[config.mk]
export PLATFORM = sky130hd
export DESIGN_NAME = iir_decimator
export DESIGN_NICKNAME = d
export VERILOG_FILES = /design/src/rtl/iir_pkg.sv /design/src/rtl/dec_fifo.sv /design/src/rtl/iir_decimator.sv
export SDC_FILE = /design/constraint.sdc
export NUM_CORES = 1
export LEC_CHECK = 0
export ABC_AREA = 1
export CORE_UTILIZATION = 44
export CTS_BUF_LIST = sky130_fd_sc_hd__clkbuf_16
export DETAILED_ROUTE_END_ITERATION = 7
export PLACE_DENSITY = 0.69
export SLEW_MARGIN = 20
export SYNTH_ARGS = -nofsm -noshare
export SYNTH_HDL_FRONTEND = slang
export SYNTH_SLANG_ARGS = --single-unit
[constraint.sdc]
create_clock -name clk -period 4.15 [get_ports clk]
set_clock_uncertainty 0.05 [all_clocks]
set_input_delay 0.83 -clock clk [delete_from_list [all_inputs] [get_ports clk]]
set_output_delay 0.83 -clock clk [all_outputs]
set_load 0.01 [all_outputs]
[src/rtl/iir_pkg.sv]
// Shared constants and helpers for the IIR filter output path.
// Latency: n/a (declarations only).
// Backpressure: n/a.
package iir_pkg;

  // Default sample width; matches the filter output y.
  localparam int DEF_DATA_W = 16;

  // Signed extremes of a default-width sample.
  localparam logic signed [15:0] DATA_MAX = 16'sh7FFF;
  localparam logic signed [15:0] DATA_MIN = 16'sh8000;

  // Accumulator width: one extra bit per doubling of the decimation ratio,
  // so the sum of R full-scale samples never wraps.
  function automatic int acc_width(input int data_w, input int dec_log2);
    return data_w + dec_log2;
  endfunction

endpackage

[src/rtl/dec_fifo.sv]
// Synchronous FIFO holding decimated results until the consumer takes them.
// Latency: a pushed word is visible on pop_data the cycle after the push.
// Backpressure: push on full is accepted only if a pop happens the same cycle.
//
// Ports: clk, reset (async active-low), push/push_data, pop/pop_data (head),
//        full, empty, level (occupancy 0..2**AW).
module dec_fifo #(
  parameter int W  = 16,
  parameter int AW = 2
) (
  input  logic          clk,
  input  logic          reset,
  input  logic          push,
  input  logic [W-1:0]  push_data,
  input  logic          pop,
  output logic [W-1:0]  pop_data,
  output logic          full,
  output logic          empty,
  output logic [AW:0]   level
);

  localparam int DEPTH = 1 << AW;

  logic [W-1:0]  mem [DEPTH];
  logic [AW-1:0] rd_ptr;
  logic [AW-1:0] wr_ptr;
  logic          do_push;
  logic          do_pop;

  assign full     = (level == (AW+1)'(DEPTH));
  assign empty    = (level == '0);
  assign do_pop   = pop & ~empty;
  // When full, a same-cycle pop frees the slot being written: the write
  // lands on the head entry that is leaving on this very edge.
  assign do_push  = push & (~full | do_pop);
  assign pop_data = mem[rd_ptr];

  always_ff @(posedge clk or negedge reset) begin
    if (!reset) begin
      rd_ptr <= '0;
      wr_ptr <= '0;
      level  <= '0;
      for (int i = 0; i < DEPTH; i++) mem[i] <= '0;
    end else begin
      if (do_push) begin
        mem[wr_ptr] <= push_data;
        wr_ptr      <= wr_ptr + 1'b1;
      end
      if (do_pop) rd_ptr <= rd_ptr + 1'b1;
      case ({do_push, do_pop})
        2'b10:   level <= level + 1'b1;
        2'b01:   level <= level - 1'b1;
        default: level <= level;
      endcase
    end
  end

endmodule

[src/rtl/iir_decimator.sv]
// Boxcar-average decimator (ratio 2**DEC_LOG2, half-up rounding) behind a small FIFO.
// Latency: result visible on out_data one cycle after the edge accepting the R-th sample.
// Backpressure: out_valid/out_ready; results arriving on a full FIFO are dropped and counted.
//
// Ports: clk, reset (async active-low), in_valid/in_data (signed filter samples),
//        out_valid/out_ready/out_data (FIFO head), fifo_level, overflow (sticky),
//        drop_count (saturating at 255), ovf_clr (sync clear of overflow bookkeeping).
module iir_decimator
  import iir_pkg::*;
#(
  parameter int DATA_W   = DEF_DATA_W,
  parameter int DEC_LOG2 = 2,
  parameter int FIFO_AW  = 2
) (
  input  logic              clk,
  input  logic              reset,
  input  logic              in_valid,
  input  logic [DATA_W-1:0] in_data,
  output logic              out_valid,
  input  logic              out_ready,
  output logic [DATA_W-1:0] out_data,
  output logic [FIFO_AW:0]  fifo_level,
  output logic              overflow,
  output logic [7:0]        drop_count,
  input  logic              ovf_clr
);

  localparam int ACC_W = acc_width(DATA_W, DEC_LOG2);

  logic signed [ACC_W-1:0] acc;
  logic signed [ACC_W-1:0] in_ext;
  logic signed [ACC_W-1:0] sum;
  logic signed [ACC_W-1:0] rnd;
  logic [DEC_LOG2-1:0]     phase;
  logic [DATA_W-1:0]       result;
  logic [DEC_LOG2-1:0]     unused_frac;
  logic                    frame_done;
  logic                    pop;
  logic                    full;
  logic                    empty;
  logic                    drop;

  assign in_ext = {{DEC_LOG2{in_data[DATA_W-1]}}, in_data};
  assign sum    = acc + in_ext;
  assign rnd    = sum + ACC_W'(1 << (DEC_LOG2 - 1));
  // Taking the upper DATA_W bits is the arithmetic shift (floor). The sum of
  // R in-range samples plus R/2 always lands back inside DATA_W after the
  // shift, so no saturation is needed.
  assign result      = rnd[ACC_W-1:DEC_LOG2];
  assign unused_frac = rnd[DEC_LOG2-1:0];

  // Phase counts 0..R-1 and R is a power of two, so the last sample is all-ones.
  assign frame_done = in_valid & (&phase);
  assign out_valid  = ~empty;
  assign pop        = out_valid & out_ready;
  assign drop       = frame_done & full & ~pop;

  always_ff @(posedge clk or negedge reset) begin
    if (!reset) begin
      acc   <= '0;
      phase <= '0;
    end else if (in_valid) begin
      if (&phase) begin
        acc   <= '0;
        phase <= '0;
      end else begin
        acc   <= sum;
        phase <= phase + 1'b1;
      end
    end
  end

  // A drop in the same cycle as a clear still registers: the clear applies
  // to history, the new drop is counted afresh.
  always_ff @(posedge clk or negedge reset) begin
    if (!reset) begin
      overflow   <= 1'b0;
      drop_count <= '0;
    end else if (drop) begin
      overflow <= 1'b1;
      if (ovf_clr)                  drop_count <= 8'd1;
      else if (drop_count != 8'hFF) drop_count <= drop_count + 1'b1;
    end else if (ovf_clr) begin
      overflow   <= 1'b0;
      drop_count <= '0;
    end
  end

  dec_fifo #(
    .W  (DATA_W),
    .AW (FIFO_AW)
  ) u_fifo (
    .clk       (clk),
    .reset     (reset),
    .push      (frame_done),
    .push_data (result),
    .pop       (pop),
    .pop_data  (out_data),
    .full      (full),
    .empty     (empty),
    .level     (fifo_level)
  );

endmodule

* Yosys cells after proc, flatten, opt, wreduce, memory -nomap -nowiden *
Cells that the tools add are included.

word-level totals
  register bits after elaboration = 100
  input bits = 21
  word-level logic and storage cells = 60

cells by class
  add/subtract/negate cells = 8
  magnitude comparators = 3
  equal/unequal tests = 4
  muxes and demuxes = 15
  bitwise operators = 12
  reductions and logical operators = 7

operator list
  cell                     number
  $bwmux W64               1
  $mux W16                 3
  $bmux W16 S2             1
  $demux W16 S2            1
  $mux W8                  4
  $add A18 B16 Y18         1
  $add A18 B3 Y18 const B  1
  $mux W18                 1
  $add A8 B1 Y8 const B    1
  $ne A8 B8 Y1 const B     1
  $add A2 B1 Y2 const B    3
  $and A1 B1 Y1            6
  $ge A3 B3 Y1 const B     2
  $not A2 Y3               2
  $pmux W3 S2              1
  $reduce_bool A2 Y1       3
  $reduce_and A2 Y1        2
  $add A3 B1 Y3 const B    1
  $eq A3 B3 Y1 const B     1
  $logic_not A3 Y1         1
  $lt A3 B1 Y1 const B     1
  $not A1 Y1               3
  $sub A3 B1 Y3 const B    1
  $eq A2 B1 Y1 const B     1
  other kinds (5)          6

* Logic depth before layout (Yosys ltp) *
  depth in word-level cells = 8
  gate-level depth with buffers = 17
  mapped depth without buffers = 17

* Modules after synthesis *
A second synthesis with hierarchy kept.

second synthesis, totals
  cells, all modules = 873
  area, all modules = 6304.8 µm²

by module, submodules not included
  module         times used  cells an instance  area each (µm²)
  dec_fifo       1           425                3508.4
  iir_decimator  1           448                2796.4

* Worst setup path before layout *
No wires, ideal clock.

  path kind = input -> register
  start = input port in_data[0]
  end = register u_fifo.mem[59] (netlist bit)
  arrival time = 2.624 ns
  slack = 1.357 ns
  stages on the path = 12
  cells stage by stage = ha_1 > fa_1 > xnor2_1 > inv_1 > ha_1 > nand2_1 > nor2_2 > nand3_4 > nor2_4 > nand2_1 > nand3_1 > nand2_1

between the ends
  word-level cells in the longest chain between the ends = 3

ends and longest elaborated chain
  what                             line                 text
  from (decl)                      iir_decimator.sv:18  input logic [DATA_W-1:0] in_data,
  $add A18 B16 Y18                 iir_decimator.sv:44  assign sum = acc + in_ext;
  $add A18 B3 Y18                  iir_decimator.sv:45  assign rnd = sum + ACC_W'(1 << (DEC_LOG2 - 1));
  $bwmux W64                       dec_fifo.sv:46       mem[wr_ptr] <= push_data;
  to (signal, indexed assignment)  dec_fifo.sv:46
  to (decl)                        dec_fifo.sv:24       logic [W-1:0] mem [DEPTH];

No other way between the ends.
A chain may end at the register's enable or synchronous reset.

* Final worst setup path *
  start = register u_fifo.rd_ptr[1]
  end = output port out_data[8]

between the ends
  word-level cells in the longest chain between the ends = 4

ends and longest elaborated chain
  what                                          line                 text
  from (decl)                                   dec_fifo.sv:25       logic [AW-1:0] rd_ptr;
  from (signal assigned)                        dec_fifo.sv:49       if (do_pop) rd_ptr <= rd_ptr + 1'b1;
  $not A2 Y3 (implied by the code)              dec_fifo.sv:36       assign pop_data = mem[rd_ptr];
  $bmux W16 S2                                  dec_fifo.sv:36
  $mux W16 (implied by the code) (2 in series)  dec_fifo.sv:36
  to (decl)                                     iir_decimator.sv:21  output logic [DATA_W-1:0] out_data,

No other way between the ends. The select of a mux whose other input is x is not followed.

==> results.sh <==
export IMPL_status="complete, no violations"
export IMPL_rows=42
export IMPL_die_area_um2=13900
export IMPL_syn_nets=863
export IMPL_cts_tree="done"
export IMPL_clkSinkCount=100
export IMPL_rsz0062_at_grt="no"
export IMPL_powerDensity_nw_per_um2=782
export IMPL_synth_simple_area_share_pct=31.2
export IMPL_grt_total_usage_pct=22.1
export IMPL_cellLeakagePower_uw=0.00351
export IMPL_dp_cells=1029
export IMPL_grt_pass1_wl_um=24400
export IMPL_wl_met1_um=7050
export IMPL_hold_violations=0
export IMPL_ctsResizeCount=0
export IMPL_dp_hpwl_um=10400
export IMPL_overflow=0
export IMPL_synth_compound_area_share_pct=12.0
export IMPL_synthMuxAreaShare_pct=0
export IMPL_core_area_um2=13200
export IMPL_portBuffers=49
export IMPL_antenna_found_initial=0
export IMPL_dr_first_iter_drc_count=301
export IMPL_ir_worst_vdd_uv=306
export IMPL_gp_congestion=0.884
export IMPL_wl_met3_um=506
export IMPL_required_ps=3270
export IMPL_finalNonFillerCells=1044
export IMPL_hold_depth=2
export IMPL_multi_input_area_um2=3040
export IMPL_routed_wl_um=14300
export IMPL_diodes=0
export IMPL_start_util_pct=44.9
export IMPL_layout_commonest_cell="nand2_1"
export IMPL_synth_area_top_cells="dfrtp_1 (42%), nand2_1 (18%), o21ai_0 (7.1%)"
export IMPL_root_buffer="clkbuf_16"
export IMPL_tns_ps=0
export IMPL_syn_area_um2=5930
export IMPL_final_cell_area_um2=6890
export IMPL_regArea_um2=2500
export IMPL_cts_clk_slew_worst_paths_ps=60
export IMPL_numCtsBuffers=9
export IMPL_setup_viol=0
export IMPL_die_h_um=118
export IMPL_ios=50
export IMPL_die_w_um=118
export IMPL_drcViolationCount=0
export IMPL_synth_top_family_by_area="simple AND/OR/NAND/NOR gates"
export IMPL_place_area_um2=6630
export IMPL_maxSlewViolCount=0
export IMPL_grt_pass1_vias=5028
export IMPL_hp_class="reg2reg"
export IMPL_drt_vias_per_instance=5.07
export IMPL_dr_pass1_iters=4
export IMPL_avgRoutedWirePerCell_um=13.7
export IMPL_layout_worst_path_cycle_share_pct=82.5
export IMPL_maxUsedRoutingLayer="met4"
export IMPL_yosysSeqAreaShare_pct=42.2
export IMPL_clk_path_buf_depth=2
export IMPL_max_cap_violations=0
export IMPL_yosysUniqueCellTypes=33
export IMPL_timing_fmax_ghz=0.292
export IMPL_vias=5293
export IMPL_critPathMaxFanout=17
export IMPL_endpoint_kind="output pin"
export IMPL_synthXorXnorAreaFrac_pct=2.22
export IMPL_synthAdderAreaFrac_pct=5.95
export IMPL_post_cts_buffers=0
export IMPL_area_growth_pct=16.2
export IMPL_htree_levels=3
export IMPL_met2_length_um=6600
export IMPL_reg2reg_depth=16
export IMPL_min_period_ps=3420
export IMPL_layout_common_cells="nand2_1 (284), dfrtp_1 (100), o21ai_0 (84)"
export IMPL_synth_top_area_cell="dfrtp_1"
export IMPL_synth_seq_cells=100
export IMPL_clock_latency_ps=350
export IMPL_grt_start_max_net_pins=59
export IMPL_netlist_instances=815
export IMPL_drive_above_1_share_pct=5.65
export IMPL_postRouteAntennaNets=0
export IMPL_ys_warn_count=0
export IMPL_critPathLaunchType="flip-flop"
export IMPL_nNetsFinal=912
export IMPL_fillers=1297
export IMPL_relSlewSlack_pct=49.0
export IMPL_worstSetupPathType="reg2out"
export IMPL_syn_avg_cell_area_um2=7.27
export IMPL_tightest_slew_ps=766
export IMPL_holdBufCountCts=0
export IMPL_cp_data_arrival_time_ps=2540
export IMPL_synth_top_area_share_pct=42.2
[metrics by stage]
step	worst slack, ps	hold WS (ps)	util (%)	power (µW)
floorplan	1360	394	-	3650
global placement	673	408	50.2	4610
detailed placement	662	410	50.2	4650
CTS	690	428	52.2	5420
global route	634	445	52.2	5910
finish	726	425	52.2	5390
[cells by family (layout without fill, tap and decap cells)]
family / count (synthesis) / after routing
buf+inv: 102 / 155
xor+xnor: 15 / 15
compound gates: 131 / 131
flops: 100 / 100
fa+ha+maj: 27 / 27
simple gates: 440 / 440
[metal layers]
layer	up-vias	track usage, %
li1	2727	-
met1	2475	30.3
met2	81	36.4
met3	10	3.83
met4	0	4.81
met5	-	0
[path summary, 6_finish.rpt]
kind,slack [ps],endpoint,from
min,430,u_fifo.mem[45],u_fifo.mem[45]
max in group asynchronous,2730,u_fifo.mem[6],reset
max reg2reg,1550,u_fifo.mem[11],acc[0]
min reg2reg,430,u_fifo.mem[45],u_fifo.mem[45]
max,730,out_data[8],u_fifo.rd_ptr[1]
min in group asynchronous,490,u_fifo.mem[9],reset
[worst max-delay path: stages, from the launching register on]
cell	delay (ps)
dfrtp_1	600
inv_1	550
o21ai_0	190
o22ai_1	260
clkdlybuf4s50_1	590
[area by class of cell]
| cell class | count | area share, % |
|---|---|---|
| clock buffer | 9 | 3.27 |
| clock inverter | 6 | 0.509 |
| inverter | 82 | 4.47 |
| multi-input combinational | 613 | 44.2 |
| sequential | 100 | 36.3 |
| tap | 176 | 3.20 |
| timing repair buffer | 58 | 8.07 |
[flip-flops by register name, summed over array words and instances (netlist names)]
signal	count
acc	18
u_fifo.mem	64
overflow	1
u_fifo.rd_ptr	2
phase	2
u_fifo.wr_ptr	2
drop_count	8
u_fifo.level	3
[power breakdown]
group | total, µW | switching [µW] | internal (µW)
logic | 3000 | 1870 | 1130
registers | 1630 | 251 | 1380
clock network | 755 | 357 | 399
[Yosys cell counts]
cell type	number
o21ai_1	4
a31oi_1	2
nor2_2	2
ha_1	25
nor2_4	3
nand2_1	284
a22o_1	2
clkinv_1	4
a221oi_1	1
nand2_2	11
o22ai_1	16
a2bb2oi_1	1
clkbuf_1	20
o21a_1	1
and2_1	2
o21ai_2	3
nand3_4	1
a21oi_1	16
fa_1	2
xor2_1	10
nand3_1	54
nand4_1	7
or2_2	1
nand3_2	4
o21ai_0	84
xnor2_1	5
nor4_1	1
nor2_1	66
dfrtp_1	100
inv_1	78
or2_0	1
a21oi_2	1
nor3_1	3
No activity file was read; power rests on OpenSTA's default activity.
